<file path="src/rtl/cpu_pkg.sv">
`default_nettype none
// ============================================================================
//  Module      : cpu_pkg
//  Description : Shared types and constants for the execute-stage multiplier.
//  Revision    : 1.0 - initial release
// ============================================================================
package cpu_pkg;

  localparam int DEFAULT_WIDTH = 32;

  typedef enum logic [1:0] {
    IDLE = 2'd0,
    RUN  = 2'd1,
    DONE = 2'd2
  } mul_state_t;

  // Iteration counter width for a given operand width.
  function automatic int cnt_width(input int w);
    return $clog2(w);
  endfunction

endpackage : cpu_pkg
`default_nettype wire

</file>
<file path="src/rtl/seq_multiplier.sv">
`default_nettype none
// ============================================================================
//  Module      : seq_multiplier
//  Description : Iterative shift-add multiplier, signed or unsigned, producing
//                a 2*width product after exactly width RUN cycles.
//  Revision    : 1.0 - initial release
// ============================================================================
module seq_multiplier
  import cpu_pkg::*;
#(
  parameter int width = DEFAULT_WIDTH
) (
  input  logic             clk,
  input  logic             rst_n,
  input  logic             start,
  input  logic             signed_op,
  input  logic [width-1:0] op_a,
  input  logic [width-1:0] op_b,
  output logic             busy,
  output logic             done,
  output logic [width-1:0] product_hi,
  output logic [width-1:0] product_lo
);

  localparam int            CW       = cnt_width(width);
  localparam int            PW       = 2 * width;
  localparam logic [CW-1:0] CNT_LAST = CW'(width - 1);

  mul_state_t    state_q,  state_d;
  logic [PW-1:0] mcand_q,  mcand_d;   // multiplicand, shifted left each step
  logic [width-1:0] mplier_q, mplier_d; // multiplier, shifted right each step
  logic [PW-1:0] acc_q,    acc_d;
  logic [CW-1:0] cnt_q,    cnt_d;
  logic          neg_q,    neg_d;
  logic [PW-1:0] prod_q,   prod_d;

  logic [width-1:0] a_mag, b_mag;
  logic [PW-1:0]    acc_next, acc_final;

  // Operand magnitudes; the most-negative value maps onto 2^(width-1) unsigned.
  always_comb begin
    a_mag = (signed_op && op_a[width-1]) ? (~op_a + width'(1)) : op_a;
    b_mag = (signed_op && op_b[width-1]) ? (~op_b + width'(1)) : op_b;
  end

  // Partial-product accumulate and final sign restoration.
  always_comb begin
    acc_next  = acc_q + (mplier_q[0] ? mcand_q : '0);
    acc_final = neg_q ? (~acc_next + PW'(1)) : acc_next;
  end

  // Next-state and datapath update; every register holds by default.
  always_comb begin
    state_d  = state_q;
    mcand_d  = mcand_q;
    mplier_d = mplier_q;
    acc_d    = acc_q;
    cnt_d    = cnt_q;
    neg_d    = neg_q;
    prod_d   = prod_q;
    case (state_q)
      RUN: begin
        acc_d    = acc_next;
        mcand_d  = mcand_q << 1;
        mplier_d = mplier_q >> 1;
        cnt_d    = cnt_q + CW'(1);
        if (cnt_q == CNT_LAST) begin
          prod_d  = acc_final;
          state_d = DONE;
        end
      end
      IDLE, DONE: begin
        state_d = IDLE;
        if (start) begin
          mcand_d  = {{width{1'b0}}, a_mag};
          mplier_d = b_mag;
          acc_d    = '0;
          cnt_d    = '0;
          neg_d    = signed_op & (op_a[width-1] ^ op_b[width-1]);
          state_d  = RUN;
        end
      end
      default: state_d = IDLE;
    endcase
  end

  // State and datapath registers; reset aborts any multiply in flight.
  always_ff @(posedge clk or negedge rst_n) begin
    if (!rst_n) begin
      state_q  <= IDLE;
      mcand_q  <= '0;
      mplier_q <= '0;
      acc_q    <= '0;
      cnt_q    <= '0;
      neg_q    <= 1'b0;
      prod_q   <= '0;
    end else begin
      state_q  <= state_d;
      mcand_q  <= mcand_d;
      mplier_q <= mplier_d;
      acc_q    <= acc_d;
      cnt_q    <= cnt_d;
      neg_q    <= neg_d;
      prod_q   <= prod_d;
    end
  end

  assign busy       = (state_q == RUN);
  assign done       = (state_q == DONE);
  assign product_hi = prod_q[PW-1:width];
  assign product_lo = prod_q[width-1:0];

endmodule : seq_multiplier
`default_nettype wire

</file>
<file path="config.mk">
export PLATFORM = sky130hd
export DESIGN_NAME = seq_multiplier
export DESIGN_NICKNAME = d
export VERILOG_FILES = /design/src/rtl/cpu_pkg.sv /design/src/rtl/seq_multiplier.sv
export SDC_FILE = /design/constraint.sdc
export NUM_CORES = 1
export LEC_CHECK = 0
export CAP_MARGIN = 25
export CORE_MARGIN = 3
export CORE_UTILIZATION = 55
export CTS_CLUSTER_SIZE = 25
export DETAILED_ROUTE_END_ITERATION = 7
export GPL_TIMING_DRIVEN = 1
export PLACE_DENSITY = 0.88
export SYNTH_ARGS = -nofsm -noshare
export SYNTH_HDL_FRONTEND = slang
export SYNTH_SLANG_ARGS = --single-unit
</file>
<file path="constraint.sdc">
create_clock -name clk -period 6.2 [get_ports clk]
set_input_delay 1.86 -clock clk [delete_from_list [all_inputs] [get_ports clk]]
set_output_delay 1.86 -clock clk [all_outputs]
set_load 0.1 [all_outputs]
</file>
==> impl_metrics.csv <==
group,metric,value,unit
logic_synthesis,synthArstFlopShare,100,%
clock_tree,cts_max_path_buffers,3,
timing,setup_tns,0,ns
finish,area_growth_syn_to_layout,13.9,%
setup_path,crit_type,"flip-flop to flip-flop",
logic_synthesis,synth_cells,2104,
timing,min_period_over_period,91.6,%
logic_synthesis,syn_nets,2241,
power,power.switching,6.46,mW
setup_path,arrival,6.08,ns
finish,register_area,0.00581,mm^2
logic_synthesis,synth-edff-count,0,
setup_path,r2r_setup_slack,0.52,ns
drt,ant_nets,0,
logic_synthesis,netlist_area,0.0172,mm^2
logic_synthesis,ys_types,84,
setup_path,crit-reg2reg-launch,"mplier_q[0]",
power,leakage,8.25,nW
power,p_clk_share,12.5,%
finish,drive_gt1_share,7.44,%
power,p_seq_share,22.7,%
min_path,worstHoldStart,"prod_q[30]",
finish,finalNetCount,2297,
clock_tree,hold_buffers,0,
timing,min_period,5.68,ns
clock_tree,clockRootBuffer,"clkbuf_16",
timing,finClkSkew,0.0162,ns
setup_path,worst-r2r-cell-count,16,
timing,final-setup-viol-count,0,
floorplan,start_util,56.0,%
timing,tightest_slew,0.998,ns
clock_tree,h-tree-depth,1,
power,p_sw_share,53.4,%
clock_tree,cts.sinks,232,
timing,slew_violations,0,
power,internal_power,5.63,mW
place,io_buffers,133,
min_path,worst_hold_path.endpoint,"prod_q[30]",
timing,maxSlewHeadroom,33.3,%
timing,timing.hold.ws,0.477,ns
clock_tree,cts_tree,"yes",
drt,firstDrtPassIters,7,
logic_synthesis,ys_top_cells_by_area,"dfrtp_1 34%, o21ai_0 8.1%, nand2_1 7.1%",
clock_tree,cts.clk_slew.worst_paths,0.06,ns
floorplan,die_h,183,um
global_route,grt_pass1_wl,82200,um
timing,fmax,176,MHz
drt,via_per_inst,6.40,
logic_synthesis,yosysTopAreaCell,"dfrtp_1",
clock_tree,cts_resized,0,
drt,drt_iter0_markers,1825,
finish,fillCellCount,2585,
global_route,grt-ovfl-total,0,
floorplan,row_count,64,
job,drv_cap,0,
drt,routedWlPerCell,20.0,um
power,ir_drop,358,uV
min_path,hold_path.class,"flip-flop to flip-flop",
logic_synthesis,synth_top_area_share,33.7,%
floorplan,design.die.area,0.0335,mm^2
timing,final_hold_viol_count,0,
setup_path,crit_path_max_fanout,25,
floorplan,core-area,0.0307,mm^2
setup_path,crit_required,6.60,ns
setup_path,crit_top_cell,"o21ai_1",
global_route,grt_max_degree,111,
setup_path,cpMaxStageDelayCell,"dfrtp_1",
status,status,"finished clean",
setup_path,cp-end-kind,"flip-flop",
floorplan,io_pins,134,
global_route,grt_pass1_vias,15600,
logic_synthesis,postSynthAreaPerCell,8.18,um^2
setup_path,cpPeakStageDelay,0.73,ns
logic_synthesis,ys.warnings.count,0,
clock_tree,insertion_delay,0.55,ns
drt,vias,16500,
global_route,grt_usage,30.0,%
clock_tree,cts_buffers,26,
finish,n_antenna_cell,0,
finish,multi_input_area,0.0108,mm^2
logic_synthesis,synth_flop_cell,"dfrtp_1",
global_route,antenna_found_initial,0,
power,power_frac_comb,64.8,%
power,p_per_area,617,mW/mm^2
place,gp_congestion,1.01,
logic_synthesis,synth-seq-cells,232,
setup_path,cp-start-kind,"flip-flop",
timing,rsz0062_at_grt,"false",
min_path,hold-path-cell-count,2,
drt,drc_errors,0,
drt,routed_wl,51400,um
floorplan,dieWidth,183,um
place,dp_hpwl,38200,um
logic_synthesis,yosysSeqAreaShare,33.7,%
setup_path,r2r_end,"prod_q[50]",
setup_path,path_cells,"and2_1 -> ha_1 -> inv_1 -> fa_1 -> nand2b_1 -> a211o_1 -> a21boi_1 -> o21ai_0 -> a222oi_1 -> o2111ai_1 -> or4b_4 -> or4_1 -> or4_4 -> o21ai_1 -> xor2_1 -> o21ai_1",
clock_tree,post_cts_buffers,0,
## metrics by stage
stage / cell area (um^2) / power (mW) / setup WS (ns) / instances / utilization, %
finish: 19600 / 12.1 / 0.522 / 2573 / 63.8
global route: 19600 / 12.8 / 0.176 / 2573 / 63.8
CTS: 19600 / 11.9 / 0.542 / 2572 / 63.7
detailed placement: 18800 / 10.4 / 0.551 / 2527 / 61.0
global placement: 18800 / 10.2 / 0.705 / 2527 / 61.0
floorplan: 17200 / 8.20 / 1.28 / 2104 / -
## area by class of cell
| type | count | share of cell area (%) |
|---|---|---|
| repair buffers | 162 | 8.12 |
| inverters | 29 | 0.555 |
| clock buffers | 37 | 3.84 |
| multi-input cells | 1709 | 55.0 |
| flip-flops and latches | 232 | 29.6 |
| clock inverters | 8 | 0.364 |
| well taps | 396 | 2.53 |
## worst max-delay path by stage
| stage | startpoint | end | slack, ns | cells after the start |
|---|---|---|---|---|
| after detailed placement | mplier_q[0] | prod_q[50] | 0.55 | 16 |
| after CTS | mplier_q[0] | prod_q[50] | 0.54 | 16 |
| after global routing | mplier_q[0] | prod_q[50] | 0.18 | 16 |
| after floorplan | mplier_q[0] | prod_q[53] | 1.28 | 20 |
| final | mplier_q[0] | prod_q[50] | 0.52 | 16 |
| after global placement | mplier_q[0] | prod_q[58] | 0.71 | 16 |
## cell families after synthesis
kind of cell               share of synthesized area, %
and+or+nand+nor                                    20.2
AOI/OAI and AO/OA                                  25.6
DFF                                                33.7
xor gates and xnor gates                           8.44
buffers and inverters                              3.78
adders and majority gates                          5.06
muxes                                              3.18
## synth_stat cells, drive strengths merged (6+ instances only)
cell,number
a211oi,17
a21boi,6
a21o,24
a21oi,115
a221oi,7
a22o,73
a31oi,16
and2,81
and3,10
buf,12
clkbuf,122
dfrtp,232
ha,68
inv,29
mux2,45
nand2,325
nand2b,15
nand3,34
nand4,38
nor2,110
nor3,45
nor4,14
o211ai,17
o21a,15
o21ai,302
o31ai,35
o41ai,11
or2,9
or3,21
or4,11
xnor2,80
xor2,85
## state kept, by name, indices dropped and copies added, names as in the netlist
name      flops
mcand_q      64
prod_q       64
cnt_q         5
acc_q        64
mplier_q     32
neg_q         1
state_q       2
## critical path: cells and delay by family, from the launching register on
family          cells  cell delay (ns)
buf+inv             1             0.06
simple gates        5             2.19
compound gates      7             1.82
fa+ha+maj           2             0.56
flops               1             0.73
xor+xnor            1             0.19
## per-layer routing
| metal | part of all wire [%] | GRT usage [%] |
|---|---|---|
| met4 | 2.6 | 7.80 |
| met5 | 0 | 0 |
| met1 | 44 | 44.4 |
| met3 | 11 | 6.13 |
| met2 | 42 | 45.2 |
## placed cells by master, fill, tap and decap left out, drive strengths merged, types with 68 or more instances in the layout
cell	instances
ha	68
clkdlybuf4s50	130
xor2	85
xnor2	80
and2	81
a21oi	115
dfrtp	232
o21ai	302
a22o	73
nor2	110
nand2	325
## power groups by stage
stage	registers, mW	logic [mW]	clock network (mW)
global placement	2.74	7.43	0
floorplan	3.96	4.24	0
global route	2.83	8.39	1.60
CTS	2.77	7.63	1.54
detailed placement	2.78	7.58	0
finish	2.75	7.84	1.51
(Power assumes the default switching activity.)
